### config.mk
export PLATFORM = sky130hd
export DESIGN_NAME = bc_control_unit
export DESIGN_NICKNAME = d
export VERILOG_FILES = /design/src/rtl/bc_pkg.sv /design/src/rtl/bc_seq_counter.sv /design/src/rtl/bc_control_unit.sv
export SDC_FILE = /design/constraint.sdc
export NUM_CORES = 1
export LEC_CHECK = 0
export CORE_MARGIN = 2
export CORE_UTILIZATION = 35
export CTS_CLUSTER_SIZE = 12
export DETAILED_ROUTE_END_ITERATION = 10
export PLACE_DENSITY_LB_ADDON = 0.12
export SETUP_SLACK_MARGIN = 0.3
export SYNTH_ARGS = -nofsm -noshare
export SYNTH_HDL_FRONTEND = slang
export SYNTH_SLANG_ARGS = --single-unit
### constraint.sdc
create_clock -name clk -period 4.7 [get_ports clk]
set_clock_uncertainty 0.2 [all_clocks]
set_input_delay 0.705 -clock clk [delete_from_list [all_inputs] [get_ports clk]]
set_output_delay 0.705 -clock clk [all_outputs]
set_load 0.005 [all_outputs]
### src/rtl/bc_pkg.sv
// Shared encodings for the basic-computer control unit: ALU selects, bus sources,
// opcodes, register-reference bit positions and the run/halt state type.
package bc_pkg;

   localparam logic [2:0] ALU_ADD = 3'b000;
   localparam logic [2:0] ALU_AND = 3'b001;
   localparam logic [2:0] ALU_PDR = 3'b010;
   localparam logic [2:0] ALU_CMA = 3'b011;
   localparam logic [2:0] ALU_SHR = 3'b100;
   localparam logic [2:0] ALU_SHL = 3'b101;

   localparam logic [2:0] BUS_NONE = 3'd0;
   localparam logic [2:0] BUS_AR   = 3'd1;
   localparam logic [2:0] BUS_PC   = 3'd2;
   localparam logic [2:0] BUS_DR   = 3'd3;
   localparam logic [2:0] BUS_AC   = 3'd4;
   localparam logic [2:0] BUS_IR   = 3'd5;
   localparam logic [2:0] BUS_MEM  = 3'd7;

   localparam logic [2:0] OP_AND = 3'd0;
   localparam logic [2:0] OP_ADD = 3'd1;
   localparam logic [2:0] OP_LDA = 3'd2;
   localparam logic [2:0] OP_STA = 3'd3;
   localparam logic [2:0] OP_BUN = 3'd4;
   localparam logic [2:0] OP_BSA = 3'd5;
   localparam logic [2:0] OP_ISZ = 3'd6;
   localparam logic [2:0] OP_RIO = 3'd7;

   localparam logic [3:0] RR_CLA  = 4'd11;
   localparam logic [3:0] RR_CLE  = 4'd10;
   localparam logic [3:0] RR_CMA  = 4'd9;
   localparam logic [3:0] RR_CME  = 4'd8;
   localparam logic [3:0] RR_CIR  = 4'd7;
   localparam logic [3:0] RR_CIL  = 4'd6;
   localparam logic [3:0] RR_INC  = 4'd5;
   localparam logic [3:0] RR_SPA  = 4'd4;
   localparam logic [3:0] RR_SNA  = 4'd3;
   localparam logic [3:0] RR_SZA  = 4'd2;
   localparam logic [3:0] RR_SZE  = 4'd1;
   localparam logic [3:0] RR_HLT  = 4'd0;
   localparam logic [3:0] RR_NONE = 4'd15;

   typedef enum logic {
      ST_RUN  = 1'b0,
      ST_HALT = 1'b1
   } ctl_state_e;

   // Index of the highest set register-reference bit; RR_NONE when no bit is set.
   function automatic logic [3:0] rr_select(input logic [11:0] bits);
      logic [3:0] sel;
      sel = RR_NONE;
      for (int b = 0; b < 12; b++) begin
         if (bits[b]) sel = 4'(b);
      end
      return sel;
   endfunction

endpackage

### src/rtl/bc_seq_counter.sv
// Sequence counter: 3-bit timing count with clear/increment/hold and a one-hot
// decode of T0..T6.
module bc_seq_counter (
   input  logic       clk,
   input  logic       rst,
   input  logic       inc_i,
   input  logic       clr_i,
   output logic [2:0] sc_o,
   output logic [6:0] t_o
);

   logic [2:0] sc_q;
   logic [2:0] sc_d;

   always_comb begin
      sc_d = sc_q;
      if (clr_i)      sc_d = 3'd0;
      else if (inc_i) sc_d = sc_q + 3'd1;
   end

   always_ff @(posedge clk) begin
      if (rst) sc_q <= 3'd0;
      else     sc_q <= sc_d;
   end

   assign sc_o = sc_q;
   assign t_o  = 7'd1 << sc_q;

endmodule

### src/rtl/bc_control_unit.sv
// Timing-and-control sequencer for the 16-bit basic computer: fetch, decode,
// indirect and execute strobes derived from the sequence count and latched decode.
//
// state   | meaning
// ST_RUN  | sequencing instructions, sc advances every cycle
// ST_HALT | HLT executed; sc held at 0, all strobes low until rst
module bc_control_unit
   import bc_pkg::*;
#(
   parameter int WIDTH = 16
) (
   input  logic             clk,
   input  logic             rst,
   input  logic [WIDTH-1:0] ir,
   input  logic             ac_n,
   input  logic             ac_z,
   input  logic             dr_z,
   input  logic             e,
   input  logic [1:0]       cntrl_e,
   output logic [2:0]       opsel,
   output logic [2:0]       bus_sel,
   output logic             ar_ld,
   output logic             ar_inc,
   output logic             pc_ld,
   output logic             pc_inc,
   output logic             dr_ld,
   output logic             dr_inc,
   output logic             ac_ld,
   output logic             ac_clr,
   output logic             ac_inc,
   output logic             ir_ld,
   output logic             mem_rd,
   output logic             mem_wr,
   output logic             e_set,
   output logic             e_clr,
   output logic             e_cmp,
   output logic [2:0]       sc,
   output logic             instr_done,
   output logic             halted
);

   ctl_state_e state_q, state_d;
   logic [2:0] opc_q, opc_d;
   logic       ind_q, ind_d;
   logic [6:0] t;
   logic       run;
   logic       e_want_set, e_want_clr;

   bc_seq_counter u_seq (
      .clk   (clk),
      .rst   (rst),
      .inc_i (state_q == ST_RUN),
      .clr_i (instr_done || (state_q == ST_HALT)),
      .sc_o  (sc),
      .t_o   (t)
   );

   assign run        = !rst && (state_q == ST_RUN);
   assign e_want_set = (cntrl_e == 2'b10);
   assign e_want_clr = (cntrl_e == 2'b01);
   assign halted     = (state_q == ST_HALT);

   always_comb begin
      state_d    = state_q;
      opc_d      = opc_q;
      ind_d      = ind_q;
      opsel      = ALU_PDR;
      bus_sel    = BUS_NONE;
      ar_ld      = 1'b0;
      ar_inc     = 1'b0;
      pc_ld      = 1'b0;
      pc_inc     = 1'b0;
      dr_ld      = 1'b0;
      dr_inc     = 1'b0;
      ac_ld      = 1'b0;
      ac_clr     = 1'b0;
      ac_inc     = 1'b0;
      ir_ld      = 1'b0;
      mem_rd     = 1'b0;
      mem_wr     = 1'b0;
      e_set      = 1'b0;
      e_clr      = 1'b0;
      e_cmp      = 1'b0;
      instr_done = 1'b0;

      if (run) begin
         if (t[0]) begin
            bus_sel = BUS_PC;
            ar_ld   = 1'b1;
         end
         if (t[1]) begin
            mem_rd  = 1'b1;
            bus_sel = BUS_MEM;
            ir_ld   = 1'b1;
            pc_inc  = 1'b1;
         end
         if (t[2]) begin
            bus_sel = BUS_IR;
            ar_ld   = 1'b1;
            opc_d   = ir[WIDTH-2:WIDTH-4];
            ind_d   = ir[WIDTH-1];
         end
         if (t[3]) begin
            if (opc_q != OP_RIO) begin
               if (ind_q) begin
                  mem_rd  = 1'b1;
                  bus_sel = BUS_MEM;
                  ar_ld   = 1'b1;
               end
            end else begin
               instr_done = 1'b1;
               // I=1 with opcode 7 is I/O, which this machine treats as a NOP.
               if (!ind_q) begin
                  case (rr_select(ir[11:0]))
                     RR_CLA: ac_clr = 1'b1;
                     RR_CLE: e_clr  = 1'b1;
                     RR_CMA: begin ac_ld = 1'b1; opsel = ALU_CMA; end
                     RR_CME: e_cmp  = 1'b1;
                     RR_CIR: begin
                        ac_ld = 1'b1;
                        opsel = ALU_SHR;
                        e_set = e_want_set;
                        e_clr = e_want_clr;
                     end
                     RR_CIL: begin
                        ac_ld = 1'b1;
                        opsel = ALU_SHL;
                        e_set = e_want_set;
                        e_clr = e_want_clr;
                     end
                     RR_INC: ac_inc = 1'b1;
                     RR_SPA: pc_inc = !ac_n;
                     RR_SNA: pc_inc = ac_n;
                     RR_SZA: pc_inc = ac_z;
                     RR_SZE: pc_inc = !e;
                     RR_HLT: state_d = ST_HALT;
                     default: ;
                  endcase
               end
            end
         end
         if (t[4]) begin
            case (opc_q)
               OP_AND, OP_ADD, OP_LDA, OP_ISZ: begin
                  mem_rd  = 1'b1;
                  bus_sel = BUS_MEM;
                  dr_ld   = 1'b1;
               end
               OP_STA: begin bus_sel = BUS_AC; mem_wr = 1'b1; instr_done = 1'b1; end
               OP_BUN: begin bus_sel = BUS_AR; pc_ld  = 1'b1; instr_done = 1'b1; end
               OP_BSA: begin bus_sel = BUS_PC; mem_wr = 1'b1; ar_inc = 1'b1; end
               default: ;
            endcase
         end
         if (t[5]) begin
            case (opc_q)
               OP_AND: begin ac_ld = 1'b1; opsel = ALU_AND; instr_done = 1'b1; end
               OP_ADD: begin
                  ac_ld      = 1'b1;
                  opsel      = ALU_ADD;
                  e_set      = e_want_set;
                  e_clr      = e_want_clr;
                  instr_done = 1'b1;
               end
               OP_LDA: begin ac_ld = 1'b1; opsel = ALU_PDR; instr_done = 1'b1; end
               OP_BSA: begin bus_sel = BUS_AR; pc_ld = 1'b1; instr_done = 1'b1; end
               OP_ISZ: dr_inc = 1'b1;
               default: ;
            endcase
         end
         if (t[6] && (opc_q == OP_ISZ)) begin
            bus_sel    = BUS_DR;
            mem_wr     = 1'b1;
            pc_inc     = dr_z;
            instr_done = 1'b1;
         end
      end
   end

   always_ff @(posedge clk) begin
      if (rst) begin
         state_q <= ST_RUN;
         opc_q   <= 3'd0;
         ind_q   <= 1'b0;
      end else begin
         state_q <= state_d;
         opc_q   <= opc_d;
         ind_q   <= ind_d;
      end
   end

endmodule
## After elaboration in Yosys (flattened, before gate mapping)

Cells that the tools add are included.

| operators by class | value |
|---|---|
| $add $sub $neg | 1 |
| equality and inequality tests | 20 |
| shifts and indexed selects | 1 |
| muxes and demuxes | 117 |
| bitwise operators | 3 |
| reduce and logical (&&, ||, !) cells | 18 |

Operator list:

| kind | count |
|---|---|
| 1-bit 2-to-1 mux | 80 |
| 4-bit 2-to-1 mux | 16 |
| 3-bit 2-to-1 mux | 15 |
| 3-bit case mux with 3 select lines | 2 |
| 4-bit by 3-bit equality test with 1-bit output, second input constant | 4 |
| 4-bit equality test, second input constant | 4 |
| 3-bit case mux with 4 select lines | 1 |
| 3-bit equality test, second input constant | 3 |
| 4-bit by 2-bit equality test with 1-bit output, second input constant | 2 |
| 2-bit OR reduction | 4 |
| 4-bit OR reduction | 2 |
| 1-bit by 3-bit << shifter with 7-bit output, first input constant | 1 |
| 3-bit by 2-bit equality test with 1-bit output, second input constant | 2 |
| 3-bit OR reduction | 2 |
| 5-bit AND reduction | 1 |
| 4-bit by 1-bit equality test with 1-bit output, second input constant | 1 |
| 4-bit zero test | 1 |
| 1-bit case mux with 4 select lines | 1 |
| 3-bit by 1-bit adder with 3-bit output, second input constant | 1 |
| 3-bit by 1-bit equality test with 1-bit output, second input constant | 1 |
| 1-bit zero test | 3 |
| 3-bit zero test | 1 |
| 3-bit != test, second input constant | 1 |
| 1-bit inverter | 3 |
| 7 further kinds | 8 |

| storage, ports and cells | value |
|---|---|
| register bits | 8 |
| word-level logic and storage cells | 164 |

## Longest topological paths before layout

Gate-level depths: netlist (run 1).

| depth | value |
|---|---|
| depth in word-level cells | 25 |
| depth in mapped cells | 8 |

## By module

Synthesis (run 1) repeated with hierarchy kept, for this count alone.

| second synthesis, totals | value |
|---|---|
| cells, all modules | 172 |
| area, all modules | 1146.1 µm² |

By module, submodules not included:

| module | instances | cells an instance | area an instance (µm²) | seq. area each (µm²) |
|---|---|---|---|---|
| bc_control_unit | 1 | 149 | 917.1 | 100.1 |
| bc_seq_counter | 1 | 23 | 229.0 | 60.1 |

## Worst setup path after synthesis (run 1)

No wires, ideal clock.

| path | value |
|---|---|
| kind | input port to output port |
| from | input port ir[1] |
| to | output port pc_inc |
| arrival time | 2.049 ns |
| required time | 3.795 ns |
| path slack | 1.746 ns |
| stages on the path | 6 |
| path through | nand2b_1 -> a221o_1 -> a211oi_2 -> mux2i_1 -> o22ai_1 -> a211o_1 |

| on the way | value |
|---|---|
| cells in the longest elaborated chain, start to end | 22 |
| elaborated cells on any way between the ends | 25 |

RTL lines:

| what | line | source |
|---|---|---|
| from (decl) | bc_control_unit.sv:14 | `input logic [WIDTH-1:0] ir,` |
| 4-bit 2-to-1 mux * (11 in series) | bc_pkg.sv:53 | `if (bits[b]) sel = 4'(b);` |
| 4-bit 2-to-1 mux * | bc_control_unit.sv:113 | `if (!ind_q) begin` |
| 4-bit 2-to-1 mux * | bc_control_unit.sv:104 | `if (opc_q != OP_RIO) begin` |
| 4-bit 2-to-1 mux * | bc_control_unit.sv:103 | `if (t[3]) begin` |
| 4-bit 2-to-1 mux * | bc_control_unit.sv:86 | `if (run) begin` |
| 4-bit by 1-bit equality test with 1-bit output, or another cell as far along | bc_control_unit.sv:114 | `case (rr_select(ir[11:0]))` |
| 1-bit case mux with 4 select lines * | bc_control_unit.sv:114 |  |
| 1-bit 2-to-1 mux * | bc_control_unit.sv:113 |  |
| 1-bit 2-to-1 mux * | bc_control_unit.sv:104 |  |
| 1-bit 2-to-1 mux * | bc_control_unit.sv:103 |  |
| 1-bit 2-to-1 mux * | bc_control_unit.sv:171 | `if (t[6] && (opc_q == OP_ISZ)) begin` |
| 1-bit 2-to-1 mux * | bc_control_unit.sv:86 |  |
| to (decl) | bc_control_unit.sv:25 | `output logic pc_inc,` |

Mark *: on every way between the ends. The rest lies on a longest branch, timed or not. The select of a mux whose other input is x is not followed.

## Worst setup path after layout (run 1)

| path | value |
|---|---|
| from | input port ir[9] |
| to | output port e_clr |

| on the way | value |
|---|---|
| cells in the longest elaborated chain, start to end | 16 |
| elaborated cells on any way between the ends | 18 |

RTL lines:

| what | line | source |
|---|---|---|
| 4-bit 2-to-1 mux * (3 in series) | bc_pkg.sv:53 |  |
| 4-bit 2-to-1 mux * | bc_control_unit.sv:113 |  |
| 4-bit 2-to-1 mux * | bc_control_unit.sv:104 |  |
| 4-bit 2-to-1 mux * | bc_control_unit.sv:103 |  |
| 4-bit 2-to-1 mux * | bc_control_unit.sv:86 |  |
| 4-bit by 3-bit equality test with 1-bit output | bc_control_unit.sv:114 |  |
| 2-bit OR reduction (no line) | -- |  |
| 1-bit case mux with 2 select lines * | bc_control_unit.sv:114 |  |
| 1-bit 2-to-1 mux * | bc_control_unit.sv:113 |  |
| 1-bit 2-to-1 mux * | bc_control_unit.sv:104 |  |
| 1-bit 2-to-1 mux * | bc_control_unit.sv:103 |  |
| 1-bit 2-to-1 mux | bc_control_unit.sv:156 | `case (opc_q)` |
| 1-bit 2-to-1 mux * | bc_control_unit.sv:155 | `if (t[5]) begin` |
| 1-bit 2-to-1 mux * | bc_control_unit.sv:86 |  |
| to (decl) | bc_control_unit.sv:35 | `output logic e_clr,` |

Marks and branches as above.

==> results.toml, run 1 <==
[synth]
synthMuxAreaShare_pct = 4.52
synth_cell_types = 50
synth-xor-area-share_pct = 0
synth_seq_cells = 8
syn_area_mm2 = 0.00111
yosys.area_share.simple_pct = 39.4
avgSynthCellArea_um2 = 6.84
synth_top_family_by_area = "simple AND/OR/NAND/NOR gates"
syn_nets = 191
synthAdderAreaFrac_pct = 5.65
synth_compound_area_share_pct = 29.5
ys_warn_count = 0
synth_edf_count = 0
ys_seq_area_share_pct = 14.5
synthCells = 162
synth_async_sr_flop_share_pct = 0
synth_ff_type = "dfxtp_1"

[timing]
fmax_mhz = 238
hold_viol_final = 0
timing.final.crit_share_pct = 89.2
min_period_ps = 4190
slew_headroom_pct = 49.2
worstMarginPinSlew_ps = 756
setup-violations-final = 0
rsz0062_at_grt = "false"
drv_slew = 0
fin_tns_setup_ps = 0

[place]
dp_hpwl_um = 2680
gp_congestion = 0.935
port_buffers = 49

[power]
ir_drop_mv = 0.103
total_power_mw = 0.254
power_per_cell_area_mw_per_mm2 = 155
leakagePower_nw = 0.595

[final_layout]
syn2layout_area_growth_pct = 48.2
diodes = 0
drive_gt1_share_pct = 5.83
layout_commonest_cell = "clkdlybuf4s50_1"
final_cell_mix = "49 x clkdlybuf4s50_1, 29 x nor2_1, 16 x a21oi_1"
fin_nets = 237

[detailed_routing]
ant_nets = 0
wl_per_cell_um = 13.7
wirelength_um = 3420
vias = 1378
dr.pass1.iters = 4
drt_iter0_drc = 60
drc_errors = 0
vias_per_cell = 5.51

[critical_path]
cpPeakStageDelay_ps = 550
crit_path_end_kind = "primary output"
cp_slowest_cell = "clkdlybuf4s50_1"
worst_setup_path_start_kind = "input port"
path_max_fanout = 8
path_buf_inv = 2
cp_top_family = "buffers and inverters"
cp.arrival_ps = 3290
crit_chain = "clkdlybuf4s50_1 -> nor4_2 -> o21ai_0 -> nor2_1 -> a21oi_1 -> or3b_1 -> a21oi_1 -> clkdlybuf4s50_1"
crit_required_ps = 3800
path_class = "in -> out"

[die]
coreArea_mm2 = 0.00303
start_util_pct = 36.6
die_h_um = 60.2
row_count = 20
die-area_mm2 = 0.00363
ios = 50
die_w_um = 60.2

[cts]
clockRootBuffer = "clkbuf_4"
cts.path.max_buffers = 2
clock_latency_ps = 250
postCtsHoldBufs = 0
clk_pin_slew_worst_paths_ps = 50
cts_tree = "yes"
htreeDepth = 1
post_cts_resize_count = 0
cts_buffers = 3
cts.sinks = 8
cts_setup_buffers = 0

[min_path]
hp-class = "reg -> reg"

[global_route]
overflow = 0
grt_max_degree = 16
antenna_found_initial = 0
grt_pass1_vias = 1264
grt_pass1_wl_um = 5510
grt.total_usage_pct = 19.4

[run_status]
status = "finished, final reports clean"

[flow_run]
drv_cap = 0
[state kept, by name, summed over array words and instances, names as in the netlist]
signal	flops
opc_q	3
halted	1
u_seq.sc_o	3
ind_q	1
[through the flow]
step           cell area (µm²)  instances  hold slack [ps]  setup slack (ps)  util, %
3_3_place_gp              1620        247              363               625     53.5
2_1_floorplan             1110        162              318              1750        -
3_5_place_dp              1620        247              371               556     53.5
6_report                  1640        250              388               505     54.2
5_1_grt                   1640        250              422               347     54.2
4_1_cts                   1640        250              383               543     54.2
[worst paths after layout]
kind	to	slack, ps	cells past startpoint	from
setup / recovery	e_clr	510	8	ir[9]
hold / removal	ind_q$_SDFFE_PP0P_	390	2	ind_q$_SDFFE_PP0P_
setup reg to reg	u_seq.sc_o[2]$_SDFFE_PP0N_	2660	7	u_seq.sc_o[0]$_SDFFE_PP0N_
hold reg to reg	ind_q$_SDFFE_PP0P_	390	2	ind_q$_SDFFE_PP0P_
[cells in the mapped netlist (2+ instances only)]
cell type | instances | area (µm²)
a21oi_1 | 16 | 80.1
and3_1 | 5 | 31.3
buf_2 | 3 | 15.0
clkbuf_1 | 4 | 15.0
dfxtp_1 | 8 | 160
ha_1 | 5 | 62.6
inv_1 | 10 | 37.5
mux2i_1 | 5 | 50.1
nand2_1 | 12 | 45.0
nand2b_1 | 4 | 25.0
nand3_1 | 4 | 20.0
nand3b_1 | 2 | 15.0
nor2_1 | 29 | 109
nor3_1 | 7 | 35.0
nor4_1 | 5 | 31.3
o21ai_0 | 6 | 30.0
o21bai_1 | 2 | 15.0
o311ai_0 | 3 | 26.3
[worst register-to-register path, stage by stage, from the launching register on]
cell and delay (ps):
dfxtp_1 380, inv_1 90, ha_1 300, and3b_1 220, a21oi_1 120, a21oi_1 90
a221oi_2 350, nor3b_1 210
[layer usage]
metal,track usage (%),part of all wire (%)
met4,6.03,0.44
met1,26.8,48
met5,0,0
met2,31.5,47
met3,1.95,5.1
[power by group]
| group | switching [mW] | total [mW] | leakage [nW] | internal [mW] |
|---|---|---|---|---|
| logic | 0.0550 | 0.118 | 0.516 | 0.0631 |
| clock network | 0.0231 | 0.0524 | 0.0138 | 0.0292 |
| registers | 0.0108 | 0.0837 | 0.0654 | 0.0729 |
| total | 0.0889 | 0.254 | 0.595 | 0.165 |
[cells by family (layout without fill, tap and decap cells)]
family | count (synthesis) | in the layout
buffers and inverters | 18 | 62
and+or+nand+nor | 80 | 80
muxes | 5 | 5
DFF | 8 | 8
AOI/OAI and AO/OA | 46 | 46
adders and majority gates | 5 | 5
[cell type report]
type | count | area, µm²
inverters | 10 | 37.5
clock buffers | 3 | 22.5
multi-input cells | 136 | 876
well taps | 44 | 55.1
repair buffers | 49 | 490
fillers | 314 | 1390
flip-flops and latches | 8 | 160
No activity file was read; power rests on OpenSTA's default activity.
==> inputs of run 2 (changes only) <==
Settings changed: SLEW_MARGIN set to 40.
==> results of run 2 <==
Same layout as run 1: the final DEF is identical, and so are final timing and power.
